**src/rtl/video_pattern_gen.sv**
```systemverilog
// rtl/video_pattern_gen.sv - registered four-mode video test-pattern generator
// Mode, scroll counter and bouncing-box state only change on frame_start.
module video_pattern_gen #(
   parameter  int HOR_ACTIVE_PIXELS = 640,
   parameter  int VER_ACTIVE_PIXELS = 480,
   parameter  int BOX_SIZE          = 32,
   parameter  int BOX_STEP          = 2,
   parameter  int CHECKER_LOG2      = 5,
   localparam int X_WIDTH           = $clog2(HOR_ACTIVE_PIXELS),
   localparam int Y_WIDTH           = $clog2(VER_ACTIVE_PIXELS)
) (
   input  logic               clk,
   input  logic               rst_n,
   input  logic [X_WIDTH-1:0] x,
   input  logic [Y_WIDTH-1:0] y,
   input  logic               de,
   input  logic               frame_start,
   input  logic [1:0]         mode_sel,
   output logic [7:0]         r,
   output logic [7:0]         g,
   output logic [7:0]         b,
   output logic               de_out,
   output logic [1:0]         mode
);

   localparam int PW  = X_WIDTH + Y_WIDTH;
   localparam int BW  = X_WIDTH + 3;
   localparam int XW1 = X_WIDTH + 1;
   localparam int YW1 = Y_WIDTH + 1;

   typedef enum logic [1:0] {
      MODE_BORDER  = 2'd0,
      MODE_BARS    = 2'd1,
      MODE_CHECKER = 2'd2,
      MODE_BOX     = 2'd3
   } mode_e;

   mode_e              mode_q, mode_d;
   logic [X_WIDTH-1:0] frame_cnt_q, frame_cnt_d;
   logic [X_WIDTH-1:0] box_x_q, box_x_d;
   logic [Y_WIDTH-1:0] box_y_q, box_y_d;
   logic               dir_x_q, dir_x_d;
   logic               dir_y_q, dir_y_d;
   logic [7:0]         r_q, r_d, g_q, g_d, b_q, b_d;
   logic               de_q;

   logic [PW-1:0]      x_wide, y_wide, diag_down, diag_up;
   logic               on_line;
   logic [2:0]         bar_idx;
   logic               checker_c;
   logic               in_box;
   logic [XW1-1:0]     box_nx;
   logic [YW1-1:0]     box_ny;

   // Mode 0: frame border plus both diagonals, full-width integer math.
   assign x_wide    = PW'(x);
   assign y_wide    = PW'(y);
   assign diag_down = (x_wide * PW'(VER_ACTIVE_PIXELS)) / PW'(HOR_ACTIVE_PIXELS);
   assign diag_up   = PW'(VER_ACTIVE_PIXELS) - diag_down;
   assign on_line   = (x == '0) || (x == X_WIDTH'(HOR_ACTIVE_PIXELS - 1)) ||
                      (y == '0) || (y == Y_WIDTH'(VER_ACTIVE_PIXELS - 1)) ||
                      (y_wide == diag_down) || (y_wide == diag_up);

   assign bar_idx   = 3'({x, 3'b000} / BW'(HOR_ACTIVE_PIXELS));

   // Column sum wraps at 2^X_WIDTH, which makes the checker scroll left.
   assign checker_c = 1'((x + frame_cnt_q) >> CHECKER_LOG2) ^ y[CHECKER_LOG2];

   assign in_box    = (x >= box_x_q) && (XW1'(x) < XW1'(box_x_q) + XW1'(BOX_SIZE)) &&
                      (y >= box_y_q) && (YW1'(y) < YW1'(box_y_q) + YW1'(BOX_SIZE));

   assign box_nx    = XW1'(box_x_q) + XW1'(BOX_STEP);
   assign box_ny    = YW1'(box_y_q) + YW1'(BOX_STEP);

   always_comb begin
      mode_d      = mode_q;
      frame_cnt_d = frame_cnt_q;
      box_x_d     = box_x_q;
      box_y_d     = box_y_q;
      dir_x_d     = dir_x_q;
      dir_y_d     = dir_y_q;
      if (frame_start) begin
         mode_d      = mode_e'(mode_sel);
         frame_cnt_d = frame_cnt_q + X_WIDTH'(1);
         // dir = 1 moves towards higher coordinates; clamping keeps the box inside.
         if (dir_x_q) begin
            if (box_nx >= XW1'(HOR_ACTIVE_PIXELS - BOX_SIZE)) begin
               box_x_d = X_WIDTH'(HOR_ACTIVE_PIXELS - BOX_SIZE);
               dir_x_d = 1'b0;
            end else begin
               box_x_d = box_nx[X_WIDTH-1:0];
            end
         end else if (box_x_q <= X_WIDTH'(BOX_STEP)) begin
            box_x_d = '0;
            dir_x_d = 1'b1;
         end else begin
            box_x_d = box_x_q - X_WIDTH'(BOX_STEP);
         end
         if (dir_y_q) begin
            if (box_ny >= YW1'(VER_ACTIVE_PIXELS - BOX_SIZE)) begin
               box_y_d = Y_WIDTH'(VER_ACTIVE_PIXELS - BOX_SIZE);
               dir_y_d = 1'b0;
            end else begin
               box_y_d = box_ny[Y_WIDTH-1:0];
            end
         end else if (box_y_q <= Y_WIDTH'(BOX_STEP)) begin
            box_y_d = '0;
            dir_y_d = 1'b1;
         end else begin
            box_y_d = box_y_q - Y_WIDTH'(BOX_STEP);
         end
      end
   end

   always_comb begin
      r_d = 8'h00;
      g_d = 8'h00;
      b_d = 8'h00;
      case (mode_q)
         MODE_BORDER: begin
            r_d = 8'hFF;
            g_d = on_line ? 8'h00 : 8'hFF;
            b_d = on_line ? 8'h00 : 8'hFF;
         end
         MODE_BARS: begin
            r_d = {8{~bar_idx[1]}};
            g_d = {8{~bar_idx[2]}};
            b_d = {8{~bar_idx[0]}};
         end
         MODE_CHECKER: begin
            r_d = {8{~checker_c}};
            g_d = {8{~checker_c}};
            b_d = {8{~checker_c}};
         end
         MODE_BOX: begin
            g_d = in_box ? 8'hFF : 8'h00;
         end
         default: begin
            r_d = 8'h00;
         end
      endcase
      if (!de) begin
         r_d = 8'h00;
         g_d = 8'h00;
         b_d = 8'h00;
      end
   end

   always_ff @(posedge clk or negedge rst_n) begin
      if (!rst_n) begin
         mode_q      <= MODE_BORDER;
         frame_cnt_q <= '0;
         box_x_q     <= '0;
         box_y_q     <= '0;
         dir_x_q     <= 1'b1;
         dir_y_q     <= 1'b1;
         r_q         <= 8'h00;
         g_q         <= 8'h00;
         b_q         <= 8'h00;
         de_q        <= 1'b0;
      end else begin
         mode_q      <= mode_d;
         frame_cnt_q <= frame_cnt_d;
         box_x_q     <= box_x_d;
         box_y_q     <= box_y_d;
         dir_x_q     <= dir_x_d;
         dir_y_q     <= dir_y_d;
         r_q         <= r_d;
         g_q         <= g_d;
         b_q         <= b_d;
         de_q        <= de;
      end
   end

   assign r      = r_q;
   assign g      = g_q;
   assign b      = b_q;
   assign de_out = de_q;
   assign mode   = mode_q;

endmodule

```
**config.mk**
```make
export PLATFORM = sky130hd
export DESIGN_NAME = video_pattern_gen
export DESIGN_NICKNAME = d
export VERILOG_FILES = /design/src/rtl/video_pattern_gen.sv
export SDC_FILE = /design/constraint.sdc
export NUM_CORES = 1
export LEC_CHECK = 0
export ABC_AREA = 1
export CAP_MARGIN = 20
export CORE_AREA = 2 2 109 111
export DETAILED_ROUTE_END_ITERATION = 6
export DIE_AREA = 0 0 111 113
export PLACE_DENSITY = 0.79
export SLEW_MARGIN = 25
export SYNTH_ARGS = -nofsm -noshare
export SYNTH_HDL_FRONTEND = slang
export SYNTH_SLANG_ARGS = --single-unit
```
**constraint.sdc**
```tcl
create_clock -name clk -period 6.73 [get_ports clk]
set_input_delay 1.346 -clock clk [delete_from_list [all_inputs] [get_ports clk]]
set_output_delay 1.346 -clock clk [all_outputs]
set_load 0.005 [all_outputs]
```
# Word level (Yosys, flattened, before mapping)
# Index checks and enable logic that the tools add are counted.
word_totals:
  regBits: 58
  wordCells: 73
op_classes:
  mux: 20
  mul: 1
  div: 2
  n_eq_ne: 7
  addsub: 9
  reduce_logical: 11
  bitwise_logic: 5
  order_cmp: 8
op_table:
  columns: ["cell", "count"]
  rows:
  - ["8-bit case mux with 3 select lines", 2]
  - ["8-bit 2-to-1 mux", 5]
  - ["9-bit by 19-bit == test with 1-bit output", 2]
  - ["8-bit case mux with 4 select lines", 1]
  - ["10-bit 2-to-1 mux", 3]
  - ["9-bit 2-to-1 mux", 3]
  - ["19-bit by 10-bit divider with 19-bit output (second input constant)", 1]
  - ["9-bit by 19-bit subtractor with 19-bit output (first input constant)", 1]
  - ["10-bit by 4-bit multiplier with 14-bit output (second input constant)", 1]
  - ["13-bit by 10-bit divider with 13-bit output (second input constant)", 1]
  - ["10-bit by 2-bit adder with 11-bit output (second input constant)", 1]
  - ["10-bit by 6-bit adder with 11-bit output (second input constant)", 1]
  - ["11-bit by 10-bit greater-or-equal comparator with 1-bit output (second input constant)", 1]
  - ["10-bit by 11-bit less-than comparator with 1-bit output", 1]
  - ["10-bit by 1-bit adder with 10-bit output (second input constant)", 1]
  - ["9-bit by 2-bit adder with 10-bit output (second input constant)", 1]
  - ["9-bit by 6-bit adder with 10-bit output (second input constant)", 1]
  - ["10-bit == test (second input constant)", 1]
  - ["10-bit greater-or-equal comparator", 1]
  - ["10-bit by 9-bit greater-or-equal comparator with 1-bit output (second input constant)", 1]
  - ["10-bit by 2-bit <= comparator with 1-bit output (second input constant)", 1]
  - ["10-bit logical NOT", 1]
  - ["9-bit by 10-bit less-than comparator with 1-bit output", 1]
  - ["10-bit by 2-bit subtractor with 10-bit output (second input constant)", 1]
  - ["other kinds (14)", 29]

# Depth between registers and ports, before layout
# Gate-level depths: netlist (run 1).
logic_depth:
  ltp_word: 9
  depth_mapped: 69
  ltp_nobuf: 69

# Worst setup path after synthesis (run 1)
# No wires, ideal clock.
synth_path:
  path_type: "input to register"
  from: "input x[6]"
  to: "register g_q[6] (netlist: g[6])"
  path_slack_ns: -1.045
  path_buffers: 0
  setup_time_ns: 0.122
  t_arrival_ns: 7.653
  required_time_ns: 6.608
  cell_stages: 65
  path_cell_list: "inv_1 fa_1 fa_1 inv_1 ha_1 nand2_1 inv_1 nand2_1 nand2_1 nand2_1 nand3_1 nand2_1 nand2_1 nand2_1 nand3_2 nand2_2 nand2_4 nand2_1 (+29 left out) nand2_1 nand2_2 nand2_2 inv_2 ha_1 xor2_1 nor2_1 o221ai_1 a21oi_1 o21ai_0 nor2_1 nand2_1 nor2_1 nand3_1 nor2_1 nand3_1 nand2_1 a21oi_1"
synth_via:
  elab_chain_cells: 9
  elab_cells_between_ends: 23
  cone_classes: "1 x add/sub; 1 x mul; 2 x div; 2 x order compare; 3 x eq/ne; 4 x mux; 1 x bitwise; 9 x reduce/logical"
synth_rtl:
  columns: ["item", "line", "text"]
  rows:
  - ["from (decl)", "14", "input logic [X_WIDTH-1:0] x,"]
  - ["parallel branches: the longest is 7 deep, another holds 19-bit by 10-bit divider with 19-bit output", null, null]
  - ["8-bit case mux with 4 select lines (*)", "119", "case (mode_q)"]
  - ["8-bit 2-to-1 mux (*)", "142", "if (!de) begin"]
  - ["to (signal assigned)", "169", "g_q <= g_d;"]
  - ["to (decl)", "44", "logic [7:0] r_q, r_d, g_q, g_d, b_q, b_d;"]
# Every way passes the cells marked *.
# A chain may end at the register's enable or synchronous reset.

# Final worst setup path (run 1)
layout_path:
  from: "input x[9]"
  to: "register g_q[6] (netlist: g[6])"
# Same word-level chain as after synthesis.

==> impl_metrics.sql, run 1 <==
INSERT INTO impl_metrics (metric_group, metric, value, unit) VALUES
('floorplanning', 'row_count', '39', ''),
('finish', 'layoutNonFillerInstCount', '1152', ''),
('timing', 'timing_hold_violations_final', '0', ''),
('finish', 'final_core_occ', '70.8', '%'),
('detailed_routing', 'first_pass_iteration_count_of_the_detailed_router', '6', ''),
('grt', 'globalRouteOverflowTotal', '0', ''),
('grt', 'grt_util_all_layers', '24.4', '%'),
('synth', 'synth-warning-count', '0', ''),
('finish', 'areaGrowthSynthToFinish', '35.1', '%'),
('timing', 'final.period_utilization', '116', '%'),
('critical_path', 'critical-path-max-stage-delay', '0.52', 'ns'),
('detailed_routing', 'routed_antenna_nets', '0', ''),
('synth', 'synthesis.area_per_instance', '6.92', 'um^2'),
('placement', 'final_hpwl_from_detailed_placement', '11500', 'um'),
('critical_path', 'timing.setup.critical_path_class', 'primary input to flop', ''),
('timing', 'setup_slack', '-1.08', 'ns'),
('finish', 'multiInputGateArea', '4840', 'um^2'),
('timing', 'setup_viol', '2', ''),
('clock_network', 'clkTransAtPathRegs', '0.06', 'ns'),
('detailed_routing', 'post-route-drc-count', '0', ''),
('detailed_routing', 'detailedRoute.firstIterationViolations', '344', ''),
('run_status', 'violated_checks', 'negative setup slack', ''),
('critical_path', 'worst-path-max-fanout', '5', ''),
('timing', 'achievable-frequency', '128', 'MHz'),
('critical_path', 'timing.reg2reg.setup_slack', '3.37', 'ns'),
('grt', 'grt_first_pass_wirelength', '25900', 'um'),
('clock_network', 'clock_latency', '0.28', 'ns'),
('grt', 'grt_pass1_vias', '5614', ''),
('floorplanning', 'die_area', '12500', 'um^2'),
('finish', 'antenna-diode-count', '0', ''),
('synth', 'synth.cell_area', '5910', 'um^2'),
('floorplanning', 'fp.dieH', '113', 'um'),
('timing', 'timing_max_transition_violations_final', '0', ''),
('synth', 'async_sr_flop_fraction', '100', '%'),
('critical_path', 'critPathRequiredTime', '6.90', 'ns'),
('clock_network', 'clock_tree_from_tritoncts', 'built', ''),
('floorplanning', 'pin_count', '52', ''),
('synth', 'ys.flop_type', 'dfrtp_1', ''),
('grt', 'largest_net_degree_at_the_start_of_global_routing', '32', ''),
('detailed_routing', 'avgRoutedWirePerCell', '13.8', 'um'),
('floorplanning', 'initial_core_utilization', '52.4', '%'),
('floorplanning', 'die_x', '111', 'um'),
('timing', 'final.setup_skew', '0.00479', 'ns'),
('finish', 'final-seq-area', '778', 'um^2'),
('finish', 'layout.filler_cells', '822', ''),
('finish', 'final_net_count', '1126', ''),
('synth', 'unique_cell_type_count_in_the_yosys_netlist', '47', ''),
('clock_network', 'cts_max_path_buffers', '2', ''),
('timing', 'relative_slew_margins', '52.5', '%'),
('critical_path', 'startpoint_type', 'primary input', ''),
('worst_hold_path', 'holdCritPathClass', 'flop to flop', ''),
('synth', 'net_count_of_the_mapped_netlist', '972', ''),
('detailed_routing', 'vias_after_detailed_routing', '6102', ''),
('placement', 'placedCellCount', '1108', ''),
('detailed_routing', 'route.detailed.vias_per_inst', '5.30', ''),
('placement', 'port_buffers', '51', ''),
('critical_path', 'worst-endpoint-arrival', '7.99', 'ns'),
('timing', 'tightestPinTransition', '0.706', 'ns'),
('placement', 'preCtsSetupSlack', '-1.83', 'ns'),
('timing', 'hold_ws', '0.520', 'ns'),
('finish', 'most_used_cells_in_the_layout_excluding_fill_and_tap_cells', '145 x nand2_1, 128 x buf_4, 115 x inv_1', ''),
('grt', 'grt_antenna_before_repair', '0', ''),
('clock_network', 'cts-buffers-inserted', '5', ''),
('synth', 'synth.top_cell.area_share', '16.1', '%'),
('timing', 'setup_repair_after_global_routing_missed_its_margin', 'yes', ''),
('synth', 'synth_edf_count', '0', ''),
('finish', 'final_common_cell', 'nand2_1', ''),
('critical_path', 'critical-path-slowest-cell', 'clkdlybuf4s50_1', ''),
('run', 'timing.max_cap.violations', '0', ''),
('synth', 'synth_sequential_area_ratio', '13.2', '%'),
('finish', 'fraction_of_final_layout_cells_sized_beyond_drive_strength_1', '29.3', '%'),
('synth', 'postSynthRegisterBits', '31', ''),
('clock_network', 'htree_num_levels', '2', ''),
('critical_path', 'cp-end-kind', 'flop', ''),
('synth', 'syn_inst', '854', ''),
('detailed_routing', 'routed_wl', '15900', 'um'),
('clock_network', 'cts_num_sinks', '31', ''),
('synth', 'synth.area.top_cells', 'ha_1 16%, dfrtp_1 12%, nand2_1 11%', ''),
('floorplanning', 'placeableCoreArea', '11300', 'um^2'),
('placement', 'gpl.final_weighted_congestion', '0.914', ''),
('run_status', 'status', 'finished with violations', ''),
('timing', 'final.min_clock_period', '7.81', 'ns'),
('clock_network', 'clk_root_buffer_cell', 'clkbuf_16', ''),
('synth', 'synth_top_area_cell', 'ha_1', '');
synth_stat cells, types with 2 or more instances:
cell and count:
a21oi_1 28, a21oi_2 3, a221o_1 2, a22oi_1 5, a31oi_1 6, buf_4 21
clkbuf_1 8, clkinv_1 2, dfrtp_1 29, dfstp_2 2, fa_1 17, ha_1 76
inv_1 133, inv_2 9, nand2_1 175, nand2_2 28, nand2_4 10, nand3_1 62
nand3_2 10, nand3_4 2, nand3b_1 2, nand4_1 19, nor2_1 57, nor2_2 3
nor3_1 8, nor4_1 3, o211ai_1 6, o21a_1 11, o21ai_0 35, o21ai_1 3
o21bai_1 2, o221ai_1 4, o22ai_1 2, xnor2_1 8, xor2_1 51
sequential cells by signal, summed over array words and instances, names as in the netlist:
register,cells
mode,2
dir_x_q,1
box_y_q,8
frame_cnt_q,6
r,1
dir_y_q,1
b,1
g,1
de_out,1
box_x_q,9
per-layer routing:
layer / share of wire, % / wire length (um) / GRT usage (%) / vias to the layer above
met2: 49 / 7720 / 42.8 / 195
met3: 5.0 / 792 / 3.37 / 25
li1: - / - / - / 3053
met5: 0 / 0 / 0 / -
met4: 1.3 / 212 / 4.58 / 0
met1: 45 / 7130 / 32.4 / 2829
timing repair:
| action | 4_1_cts | 5_1_grt |
|---|---|---|
| cloned | 0 | 0 |
| buffers inserted | 27 | 9 |
| resized for setup | 91 | 24 |
| endpoints found under the setup margin | 2 | 2 |
| hold buffers | 0 | 0 |
| pin swaps | 57 | 22 |
through the flow:
stage	TNS (ns)	cell area, um^2
final	-2.16	7980
after floorplan	-1.75	6120
after CTS	-1.84	7820
after detailed placement	-3.65	7290
after global routing	-3.01	7980
after global placement	-3.30	7290
logic make-up after synthesis:
| kind of cell | Yosys count | synth area share, % |
|---|---|---|
| AND/OR/NAND/NOR | 382 | 31.3 |
| buffers and inverters | 173 | 12.3 |
| AO/OA/AOI/OAI | 115 | 12.3 |
| adder cells (fa/ha/maj) | 93 | 21.9 |
| XOR/XNOR | 60 | 9.03 |
| flip-flops | 31 | 13.2 |
cell type report:
type	instances	area share (%)
multi-input cells	650	60.7
flip-flops and latches	31	9.76
repair buffers	176	18.0
clock buffers	6	1.74
well taps	143	2.24
inverters	144	7.11
clock inverters	2	0.439
path summary, 6_finish.rpt:
path,startpoint,end,depth (start not counted)
worst max-delay path,x[9],g[6],59
worst min-delay path,frame_cnt_q[4],frame_cnt_q[4],1
worst max register to register,box_x_q[1],g[6],16
worst min register to register,frame_cnt_q[4],frame_cnt_q[4],1
max in group asynchronous,rst_n,dir_x_q,2
min in group asynchronous,rst_n,box_y_q[4],2
worst max-delay path, delay by kind of cell:
kind / cells / cell delay [ns]
AOI/OAI and AO/OA: 3 / 0.45
buffers and inverters: 13 / 1.79
and+or+nand+nor: 40 / 3.37
adders and majority gates: 3 / 1.01
Power of run 1 is not shown: default switching activity piles up to over one toggle a cycle in this logic, so the estimate is an artifact.
==> run 2, diff against run 1 <==
Settings changed: CTS_CLUSTER_DIAMETER set to 200, CTS_CLUSTER_SIZE set to 24, PLACE_DENSITY 0.79 to 0.74.
==> run 2 against run 1 <==
Net effect: the run still ends with negative setup slack left; critical path depth increased by 4; highest routed layer unchanged; clock skew is essentially flat; global-route usage is 0.097 points lower; core utilization rose by 0.12 points; via count down 0.64%; non-clock buffer count decreased by 5.
==> impl_metrics.sql, run 2 (synthesis results as in run 1) <==
INSERT INTO impl_metrics (metric_group, metric, value, unit) VALUES
('finish', 'registers.top_by_ff_count', 'box_x_q', ''),
('clock_network', 'clk_root_buffer_cell', 'clkbuf_16', ''),
('timing', 'timing_max_transition_violations_final', '0', ''),
('finish', 'areaGrowthSynthToFinish', '35.3', '%'),
('worst_hold_path', 'holdCritPathClass', 'flop to flop', ''),
('finish', 'most_used_cells_in_the_layout_excluding_fill_and_tap_cells', '140 x nand2_1, 117 x buf_4, 115 x inv_1', ''),
('detailed_routing', 'routed_wl', '15600', 'um'),
('critical_path', 'startpoint_type', 'primary input', ''),
('floorplanning', 'die_area', '12500', 'um^2'),
('run_status', 'violated_checks', 'negative setup slack', ''),
('run', 'timing.max_cap.violations', '0', ''),
('clock_network', 'clkTransAtPathRegs', '0.05', 'ns'),
('detailed_routing', 'first_pass_iteration_count_of_the_detailed_router', '6', ''),
('timing', 'relative_slew_margins', '42.5', '%'),
('detailed_routing', 'vias_after_detailed_routing', '6063', ''),
('critical_path', 'critical-path-slowest-cell', 'fa_1', ''),
('detailed_routing', 'detailedRoute.firstIterationViolations', '439', ''),
('floorplanning', 'placeableCoreArea', '11300', 'um^2'),
('clock_network', 'cts_num_sinks', '31', ''),
('floorplanning', 'die_x', '111', 'um'),
('critical_path', 'critPathRequiredTime', '6.90', 'ns'),
('detailed_routing', 'route.detailed.vias_per_inst', '5.29', ''),
('grt', 'grt_antenna_before_repair', '0', ''),
('clock_network', 'ctsHoldBuffers', '0', ''),
('detailed_routing', 'routed_antenna_nets', '0', ''),
('placement', 'port_buffers', '51', ''),
('placement', 'final_hpwl_from_detailed_placement', '11800', 'um'),
('grt', 'largest_net_degree_at_the_start_of_global_routing', '32', ''),
('floorplanning', 'row_count', '39', ''),
('detailed_routing', 'post-route-drc-count', '0', ''),
('critical_path', 'critical-path-max-stage-delay', '0.50', 'ns'),
('timing', 'final.setup_skew', '0.00492', 'ns'),
('grt', 'grt_util_all_layers', '24.3', '%'),
('finish', 'final_common_cell', 'nand2_1', ''),
('clock_network', 'htree_num_levels', '2', ''),
('critical_path', 'worst-path-max-fanout', '5', ''),
('critical_path', 'worst_path_most_repeated_cell', 'nand2_2', ''),
('timing', 'setup_repair_after_global_routing_missed_its_margin', 'yes', ''),
('critical_path', 'worst-endpoint-arrival', '8.01', 'ns'),
('timing', 'achievable-frequency', '128', 'MHz'),
('finish', 'biggestRegsByFlops', 'box_x_q: 9 flops, box_y_q: 8 flops, frame_cnt_q: 6 flops', ''),
('run_status', 'status', 'finished with violations', ''),
('worst_hold_path', 'hold_crit_depth', '2', ''),
('timing', 'setup_slack', '-1.11', 'ns'),
('critical_path', 'r2r_cells', '16', ''),
('timing', 'setup_viol', '2', ''),
('finish', 'flip_flop_count_of_the_largest_register_all_copies_and_words_added', '9', ''),
('finish', 'layout.filler_cells', '860', ''),
('floorplanning', 'initial_core_utilization', '52.4', '%'),
('clock_network', 'cts_max_path_buffers', '2', ''),
('timing', 'tightestPinTransition', '0.854', 'ns'),
('grt', 'grt_pass1_vias', '5822', ''),
('finish', 'antenna-diode-count', '0', ''),
('timing', 'final.min_clock_period', '7.84', 'ns'),
('critical_path', 'cp-end-kind', 'flop', ''),
('timing', 'final.period_utilization', '116', '%'),
('grt', 'globalRouteOverflowTotal', '0', ''),
('finish', 'final_net_count', '1121', ''),
('finish', 'fraction_of_final_layout_cells_sized_beyond_drive_strength_1', '29.6', '%'),
('clock_network', 'cts-buffers-inserted', '5', ''),
('timing', 'timing_hold_violations_final', '0', ''),
('clock_network', 'clock_latency', '0.28', 'ns'),
('placement', 'gpl.final_weighted_congestion', '0.934', ''),
('floorplanning', 'fp.dieH', '113', 'um'),
('critical_path', 'timing.setup.critical_path_class', 'primary input to flop', ''),
('detailed_routing', 'avgRoutedWirePerCell', '13.6', 'um'),
('floorplanning', 'pin_count', '52', ''),
('clock_network', 'clock_tree_from_tritoncts', 'built', ''),
('critical_path', 'timing.reg2reg.setup_slack', '3.52', 'ns'),
('grt', 'grt_first_pass_wirelength', '26000', 'um'),
('placement', 'preCtsSetupSlack', '-1.86', 'ns');
run 2: cell count changes in the layout (fill, tap and decap cells not counted), sizes merged:
cell           change
clkdlybuf4s50      -1
bufinv             -1
clkdlybuf4s15      -1
buf                -6
clkbuf             +3
dlygate4sd2        +1
run 2: final timing paths:
kind                                start             end
max                                  x[6]            b[6]
min                        frame_cnt_q[5]  frame_cnt_q[5]
max reg2reg                    box_x_q[1]            g[6]
min reg2reg                frame_cnt_q[5]  frame_cnt_q[5]
max in group asynchronous           rst_n         dir_x_q
min in group asynchronous           rst_n      box_y_q[6]
run 2: stage by stage:
step | utilization [%] | hold WS (ns) | TNS [ns] | instances | instance area, um^2
after CTS | 68.6 | 0.525 | -2.06 | 1131 | 7730
after detailed placement | 64.4 | 0.505 | -3.72 | 1103 | 7250
after floorplan | - | 0.471 | -1.75 | 854 | 6120
after global routing | 70.9 | 0.544 | -3.43 | 1147 | 7990
final | 70.9 | 0.521 | -2.20 | 1147 | 7990
after global placement | 64.4 | 0.501 | -3.34 | 1103 | 7250
run 2: worst max-delay path: cells and delay by family:
kind | cells | cell delay (ns)
buffers and inverters | 11 | 0.85
and+or+nand+nor | 41 | 3.41
AOI/OAI and AO/OA | 6 | 0.76
xor gates and xnor gates | 1 | 0.15
adders and majority gates | 4 | 1.44
run 2: final cells by class:
type / instances / area (um^2) / area share [%]
Sequential cell: 31 / 778 / 9.74
Clock inverter: 1 / 5.00 / 0.0626
Clock buffer: 7 / 143 / 1.79
Multi-Input combinational cell: 650 / 4900 / 61.3
Timing Repair Buffer: 171 / 1420 / 17.8
Inverter: 144 / 567 / 7.09
Tap cell: 143 / 179 / 2.24
run 2: what timing repair did:
action | 4_1_cts | 5_1_grt
setup buffers | 20 | 16
setup endpoints to repair | 2 | 2
pin swaps | 55 | 35
endpoints found under the hold margin | 0 | 0
gates cloned | 0 | 0
gates resized for setup | 94 | 42
run 2: metal layers:
layer	vias to the layer above	track usage [%]	share of wire, %
met5	-	0	0
met4	0	5.50	1.5
met3	24	4.23	5.2
met2	183	41.6	47
met1	2814	32.2	46
li1	3042	-	-
Power of run 2 is left out for the same reason.
==> run 3, diff against run 2 <==
Settings changed: ABC_AREA 1 to unset, CORE_AREA 2 2 109 111 to 2 2 119 121, DIE_AREA 0 0 111 113 to 0 0 121 123, PLACE_DENSITY 0.74 to 0.73.
==> run 3 against run 2 <==
Net effect: the run still ends with negative setup slack left; register-to-register slack better by 0.03 ns; fmax rose by 1.6%; global-route usage grew 5.6 points; sequential share of layout area is 2.0 points lower; synthesized area up 19%; cell area up 26%; routed wire length is 49% higher; first-iteration DRC count rose by 77%; die area up 19%; via count rose by 33%; non-clock buffer count up 116; sequential cell count is the same; critical path type unchanged; highest routed layer unchanged.
==> impl_metrics.sql, run 3 <==
INSERT INTO impl_metrics (metric_group, metric, value, unit) VALUES
('clock_network', 'clk_root_buffer_cell', 'clkbuf_16', ''),
('detailed_routing', 'post-route-drc-count', '0', ''),
('timing', 'timing_hold_violations_final', '0', ''),
('grt', 'globalRouteOverflowTotal', '0', ''),
('power', 'combPwrFrac', '90.4', '%'),
('critical_path', 'worst-endpoint-arrival', '7.86', 'ns'),
('detailed_routing', 'vias_after_detailed_routing', '8077', ''),
('clock_network', 'cts-buffers-inserted', '5', ''),
('synth', 'syn_inst', '916', ''),
('placement', 'final_hpwl_from_detailed_placement', '17100', 'um'),
('finish', 'final_core_occ', '74.0', '%'),
('detailed_routing', 'route.detailed.vias_per_inst', '6.07', ''),
('clock_network', 'htree_num_levels', '2', ''),
('placement', 'dpl_cell_area', '9050', 'um^2'),
('timing', 'setup_viol', '2', ''),
('critical_path', 'cp-end-kind', 'flop', ''),
('synth', 'synth_sequential_area_ratio', '11.1', '%'),
('synth', 'synth.most_common_cell', 'ha_1', ''),
('power', 'cellInternalPower', '3.28', 'mW'),
('placement', 'port_buffers', '51', ''),
('timing', 'achievable-frequency', '130', 'MHz'),
('critical_path', 'cpLargestDelayFamily', 'compound AO/OA/AOI/OAI gates', ''),
('placement', 'placedCellCount', '1285', ''),
('finish', 'final-seq-area', '778', 'um^2'),
('power', 'static-leakage-power', '4.27', 'nW'),
('finish', 'registers.top_by_ff_count', 'box_x_q', ''),
('critical_path', 'critical-path-slowest-cell', 'or4_4', ''),
('detailed_routing', 'routed_antenna_nets', '0', ''),
('floorplanning', 'row_count', '43', ''),
('timing', 'setup_slack', '-0.983', 'ns'),
('power', 'swShare', '48.9', '%'),
('finish', 'flip_flop_count_of_the_largest_register_all_copies_and_words_added', '9', ''),
('clock_network', 'cts_max_path_buffers', '2', ''),
('critical_path', 'startpoint_type', 'primary input', ''),
('detailed_routing', 'avgRoutedWirePerCell', '17.5', 'um'),
('power', 'share_seq_of_total_power', '6.1', '%'),
('floorplanning', 'fp.dieH', '123', 'um'),
('detailed_routing', 'first_pass_iteration_count_of_the_detailed_router', '6', ''),
('timing', 'timing_max_transition_violations_final', '0', ''),
('synth', 'synth.top_cell.area_share', '13.5', '%'),
('finish', 'multiInputGateArea', '6320', 'um^2'),
('worst_hold_path', 'holdCritPathClass', 'flop to flop', ''),
('clock_network', 'cts_num_sinks', '31', ''),
('synth', 'postSynthRegisterBits', '31', ''),
('clock_network', 'clkTransAtPathRegs', '0.05', 'ns'),
('finish', 'stdcell_area', '10100', 'um^2'),
('run', 'timing.max_cap.violations', '0', ''),
('finish', 'areaGrowthSynthToFinish', '43.5', '%'),
('synth', 'unique_cell_type_count_in_the_yosys_netlist', '92', ''),
('synth', 'net_count_of_the_mapped_netlist', '1034', ''),
('power', 'ir_worst_vdd', '0.447', 'mV'),
('timing', 'tightestPinTransition', '1.06', 'ns'),
('detailed_routing', 'detailedRoute.firstIterationViolations', '777', ''),
('finish', 'final_common_cell', 'buf_4', ''),
('grt', 'grt_pass1_vias', '7477', ''),
('power', 'pwr-share-clk', '3.6', '%'),
('synth', 'synth.area.top_cells', 'ha_1 14%, dfrtp_1 10%, xnor2_1 5.2%', ''),
('synth', 'synth.cell_area', '7020', 'um^2'),
('finish', 'fraction_of_final_layout_cells_sized_beyond_drive_strength_1', '33.5', '%'),
('run_status', 'violated_checks', 'negative setup slack', ''),
('timing', 'final.setup_skew', '0.00506', 'ns'),
('synth', 'synth_edf_count', '0', ''),
('clock_network', 'clock_tree_from_tritoncts', 'built', ''),
('floorplanning', 'pin_count', '52', ''),
('synth', 'synth_top_cells_by_count', '76 x ha_1, 66 x nand2_1, 65 x inv_1', ''),
('power', 'power_per_cell_area', '637', 'nW/um^2'),
('synth', 'ys.flop_type', 'dfrtp_1', ''),
('finish', 'antenna-diode-count', '0', ''),
('synth', 'synthesis.area_per_instance', '7.66', 'um^2'),
('run_status', 'status', 'finished with violations', ''),
('timing', 'setup_repair_after_global_routing_missed_its_margin', 'yes', ''),
('placement', 'preCtsSetupSlack', '-2.06', 'ns'),
('synth', 'synth_top_area_cell', 'ha_1', ''),
('power', 'p_switching', '3.14', 'mW'),
('critical_path', 'critical-path-max-stage-delay', '0.63', 'ns'),
('grt', 'grt_antenna_before_repair', '0', ''),
('floorplanning', 'placeableCoreArea', '13600', 'um^2'),
('timing', 'final.min_clock_period', '7.71', 'ns'),
('floorplanning', 'die_x', '121', 'um'),
('floorplanning', 'initial_core_utilization', '51.6', '%'),
('critical_path', 'worstPathBufferInverterCount', '7', ''),
('grt', 'largest_net_degree_at_the_start_of_global_routing', '40', ''),
('critical_path', 'timing.setup.critical_path_class', 'primary input to flop', ''),
('finish', 'layout.filler_cells', '993', ''),
('placement', 'gpl.final_weighted_congestion', '0.956', ''),
('synth', 'async_sr_flop_fraction', '100', '%'),
('critical_path', 'worst-path-max-fanout', '6', ''),
('finish', 'biggestRegsByFlops', 'box_x_q: 9 flops, box_y_q: 8 flops, frame_cnt_q: 6 flops', ''),
('synth', 'synth-warning-count', '0', ''),
('finish', 'final_net_count', '1267', ''),
('clock_network', 'clock_latency', '0.28', 'ns'),
('timing', 'final.period_utilization', '115', '%'),
('timing', 'totalNegativeSetupSlack', '-1.96', 'ns'),
('timing', 'relative_slew_margins', '28.6', '%'),
('detailed_routing', 'routed_wl', '23300', 'um'),
('finish', 'layoutNonFillerInstCount', '1330', ''),
('grt', 'grt_first_pass_wirelength', '36400', 'um'),
('floorplanning', 'die_area', '14900', 'um^2'),
('grt', 'grt_util_all_layers', '29.8', '%'),
('finish', 'most_used_cells_in_the_layout_excluding_fill_and_tap_cells', '220 x buf_4, 67 x ha_1, 61 x nand2_1', ''),
('critical_path', 'critPathRequiredTime', '6.88', 'ns');
-- run 3: cell types whose count changed after synthesis, sizes merged, moves of 18 or more --
cell,before,now
nand2,214,69
o21ai,38,58
nand3,74,39
inv,142,65
xor2,51,11
buf,21,39
nor3,8,33
xnor2,9,42
a21oi,32,65
-- run 3: power groups by stage --
stage                     combinational (mW)  sequential, mW  clock [mW]
after floorplan                         3.07           0.332           0
after global placement                  4.74           0.382           0
after detailed placement                4.84           0.389           0
after CTS                               5.33           0.386       0.231
after global routing                    6.20           0.406       0.241
final                                   5.80           0.389       0.229
-- run 3: area by class of cell --
cell class	instances	area share [%]
clock inverters	1	0.0497
clock buffers	7	1.42
well taps	180	2.24
flip-flops and latches	31	7.73
repair buffers	287	23.1
inverters	66	2.72
multi-input cells	758	62.7
-- run 3: what timing repair did --
action | CTS | global route
setup endpoints to repair | 2 | 2
pin swaps | 52 | 38
setup buffers | 29 | 9
resized for setup | 121 | 40
hold buffers | 0 | 0
-- run 3: path summary, 6_finish.rpt --
| check | start | to | slack (ns) | cells past startpoint |
|---|---|---|---|---|
| max | x[5] | b[6] | -0.98 | 31 |
| min | frame_cnt_q[5] | frame_cnt_q[5] | 0.50 | 1 |
| max reg2reg | box_x_q[1] | g[6] | 3.55 | 17 |
| min reg2reg | frame_cnt_q[5] | frame_cnt_q[5] | 0.50 | 1 |
| max in group asynchronous | rst_n | dir_x_q | 4.94 | 2 |
| min in group asynchronous | rst_n | box_y_q[1] | 1.46 | 2 |
-- run 3: cell families (layout without fill, tap and decap cells) --
family,Yosys count,in the layout,synth area share (%)
and+or+nand+nor,310,310,23.1
AOI/OAI and AO/OA,285,285,29.5
buffers and inverters,127,361,8.65
adders and majority gates,94,94,18.5
xor gates and xnor gates,54,54,6.94
DFF,31,31,11.1
muxes,15,15,2.25
-- run 3: metal layers --
layer | part of all wire (%) | track usage, % | up-vias
li1 | - | - | 3865
met3 | 6.4 | 3.60 | 56
met5 | 0 | 0 | -
met4 | 2.3 | 6.61 | 0
met1 | 43 | 40.3 | 3759
met2 | 48 | 51.1 | 397
-- run 3: through the flow --
step | hold slack (ns) | power [mW]
2_1_floorplan | 0.462 | 3.40
3_3_place_gp | 0.476 | 5.12
3_5_place_dp | 0.495 | 5.23
4_1_cts | 0.502 | 5.95
5_1_grt | 0.509 | 6.85
6_report | 0.502 | 6.42
No activity file was read; power rests on OpenSTA's default activity.
==> RTL edit, RTL diff (flow settings as in run 1) <==
`HOR_ACTIVE_PIXELS`: 640 -> 320.
--- a/src/rtl/video_pattern_gen.sv
+++ b/src/rtl/video_pattern_gen.sv
@@ -1,7 +1,7 @@
 // rtl/video_pattern_gen.sv - registered four-mode video test-pattern generator
 // Mode, scroll counter and bouncing-box state only change on frame_start.
 module video_pattern_gen #(
-   parameter  int HOR_ACTIVE_PIXELS = 640,
+   parameter  int HOR_ACTIVE_PIXELS = 320,
    parameter  int VER_ACTIVE_PIXELS = 480,
    parameter  int BOX_SIZE          = 32,
    parameter  int BOX_STEP          = 2,
Interface: changed (resized x); port bits go from 52 to 51. No check against the original RTL was run, so the function may have changed too.
==> RTL edit against run 1 <==
- wire length decreased by 2.8%
- sequential cell count shrank 1
- the flow still finishes with violations (setup timing)
- maximum frequency grew 3.3%
- count of clock-buffer cells in the layout is the same
- design area fell by 4.5%
- worst setup slack gained 0.25 ns
- worst hold slack better by 0.0033 ns
- area after synthesis fell by 10%
Power is left out: the tool's default activity adds up to more than one toggle a clock period on the data nets, which glitch-free logic cannot reach.
==> RTL edit: results (changes against run 1) <==
status complete, but fails checks (unchanged); failing checks setup timing (unchanged); htree depth 2 (unchanged); vias per cell 5.18 (was 5.30); DRT Pass-1 Iters 5 (was 6); CP max stage cell fa_1 (was clkdlybuf4s50_1); post-synthesis compound-gate area fraction 11.3% (was 12.3%); clock tree root driver cell clkbuf_16 (unchanged); Post-Syn Nets 889 (was 972); sequential share of the synthesized area 14.2% (was 13.2%); Regs by FF count box_x_q (8), box_y_q (8), frame_cnt_q (6) (was box_x_q (9), box_y_q (8), frame_cnt_q (6)); clock-pin slew on the worst setup and hold paths 0.05 ns; number of port buffers 50 (was 51); Main synth FF type dfrtp_1 (unchanged); first-pass GRT wire length 25.4 mm (was 25.9 mm); Final HPWL DP 10.5 mm (was 11.5 mm); Critical Path AT 7.71 ns (was 7.99 ns); Ant. Diodes 0 (unchanged); worst-path maximum fanout 6 (was 5); Filler Cell Count 900 (was 822); FFs w/ async S/R, synth 100% (unchanged); synth unique cells 44 (was 47); CP peak stage delay 0.53 ns; Hold Crit Class reg2reg (unchanged); Skew-Pair Late Insertion Delay 0.28 ns (about the same); DR WL met2 7.83 mm (was 7.72 mm); post-place setup slack -1.57 ns (was -1.83 ns); Fin Clk Skew 0.00452 ns (was 0.00479 ns); Post-synth top cells 163 x nand2_1, 120 x inv_1, 69 x ha_1 (was 175 x nand2_1, 133 x inv_1, 76 x ha_1); Syn. warnings 0 (unchanged); setup ws final -0.834 ns (was -1.08 ns); DR top layer met4 (unchanged); 1st-iter DRT viols 374 (was 344); Slew @ Worst Pin 0.966 ns (was 0.706 ns); clk buf depth 2 (unchanged); layout cells sized above 1 33.3% (was 29.3%); number of buffers created by CTS 5 (unchanged); routed metal-1 wirelength 6.61 mm (was 7.13 mm); number of global-route vias before repair 5,611 (was 5,614); fin nets 1,064 (was 1,126); mux cell area share after synthesis 0.424% (was 0%); Synth area leaders ha_1 16%, dfrtp_1 13%, nand2_1 12% (was ha_1 16%, dfrtp_1 12%, nand2_1 11%); initial antenna violation count 0 (unchanged); met3 wire len 733 µm (was 792 µm); final setup fails 2 (unchanged); pin count of the biggest net entering global routing 31 (was 32); XOR/XNOR Fraction of Synth Area 7.58% (was 9.03%); kind of cell adding the most delay to the critical path simple AND/OR/NAND/NOR gates (unchanged); GRT Total Usage 23.9% (was 24.4%); WL final 15.4 mm (was 15.9 mm); Adder-Cell Fraction of Synth Area 21.9% (about the same); placer congestion estimate 0.909 (was 0.914)
-- RTL edit: tightest hold or removal path, delay by kind of cell (launching register included) --
| kind | cells | cell delay (ns) |
|---|---|---|
| xor+xnor | 1 | 0.08 |
| flops | 1 | 0.37 |
| buf+inv | 1 | 0.04 |
-- RTL edit: final timing paths --
kind | endpoint | cells past startpoint | slack, ns | from
worst max-delay path | g[6] | 57 | -0.83 | x[6]
worst min-delay path | frame_cnt_q[5] | 2 | 0.52 | frame_cnt_q[5]
worst max register to register | g[6] | 15 | 3.64 | box_x_q[1]
worst min register to register | frame_cnt_q[5] | 2 | 0.52 | frame_cnt_q[5]
max in group asynchronous | dir_y_q | 2 | 4.95 | rst_n
min in group asynchronous | box_x_q[3] | 2 | 1.46 | rst_n
-- RTL edit: repair_timing --
action / in CTS / in global routing
setup buffers: 56 / 13
gates resized for setup: 94 / 44
pin swaps: 48 / 53
endpoints found under the setup margin: 2 / 2
hold buffers: 0 / 0
-- RTL edit: kinds of logic after synthesis --
kind of cell,Yosys count
AND/OR/NAND/NOR,360
buffers and inverters,160
AO/OA/AOI/OAI,99
adder cells (fa/ha/maj),84
XOR/XNOR,46
flip-flops,30
multiplexers,2
-- RTL edit: layout make-up --
class | instances | area [µm²] | share of cell area, %
sequential | 30 | 753 | 9.89
inverter | 133 | 532 | 6.98
timing repair buffer | 195 | 1580 | 20.7
multi-input combinational | 591 | 4420 | 58.0
tap | 143 | 179 | 2.35
clock buffer | 6 | 139 | 1.82
clock inverter | 2 | 12.5 | 0.164
-- RTL edit: metal layers --
metal | global-route usage [%] | up-vias
met5 | 0 | -
met3 | 3.11 | 26
met2 | 43.3 | 163
li1 | - | 2861
met1 | 30.7 | 2644
met4 | 5.08 | 0
-- RTL edit: metrics by stage --
step | hold slack [ns] | TNS (ns) | std cells | area [µm²]
after floorplan | 0.471 | -0.992 | 781 | 5500
final | 0.523 | -1.66 | 1100 | 7610
after global routing | 0.542 | -2.56 | 1100 | 7610
after detailed placement | 0.507 | -3.14 | 1023 | 6570
after CTS | 0.524 | -1.10 | 1087 | 7370
after global placement | 0.496 | -2.82 | 1023 | 6570
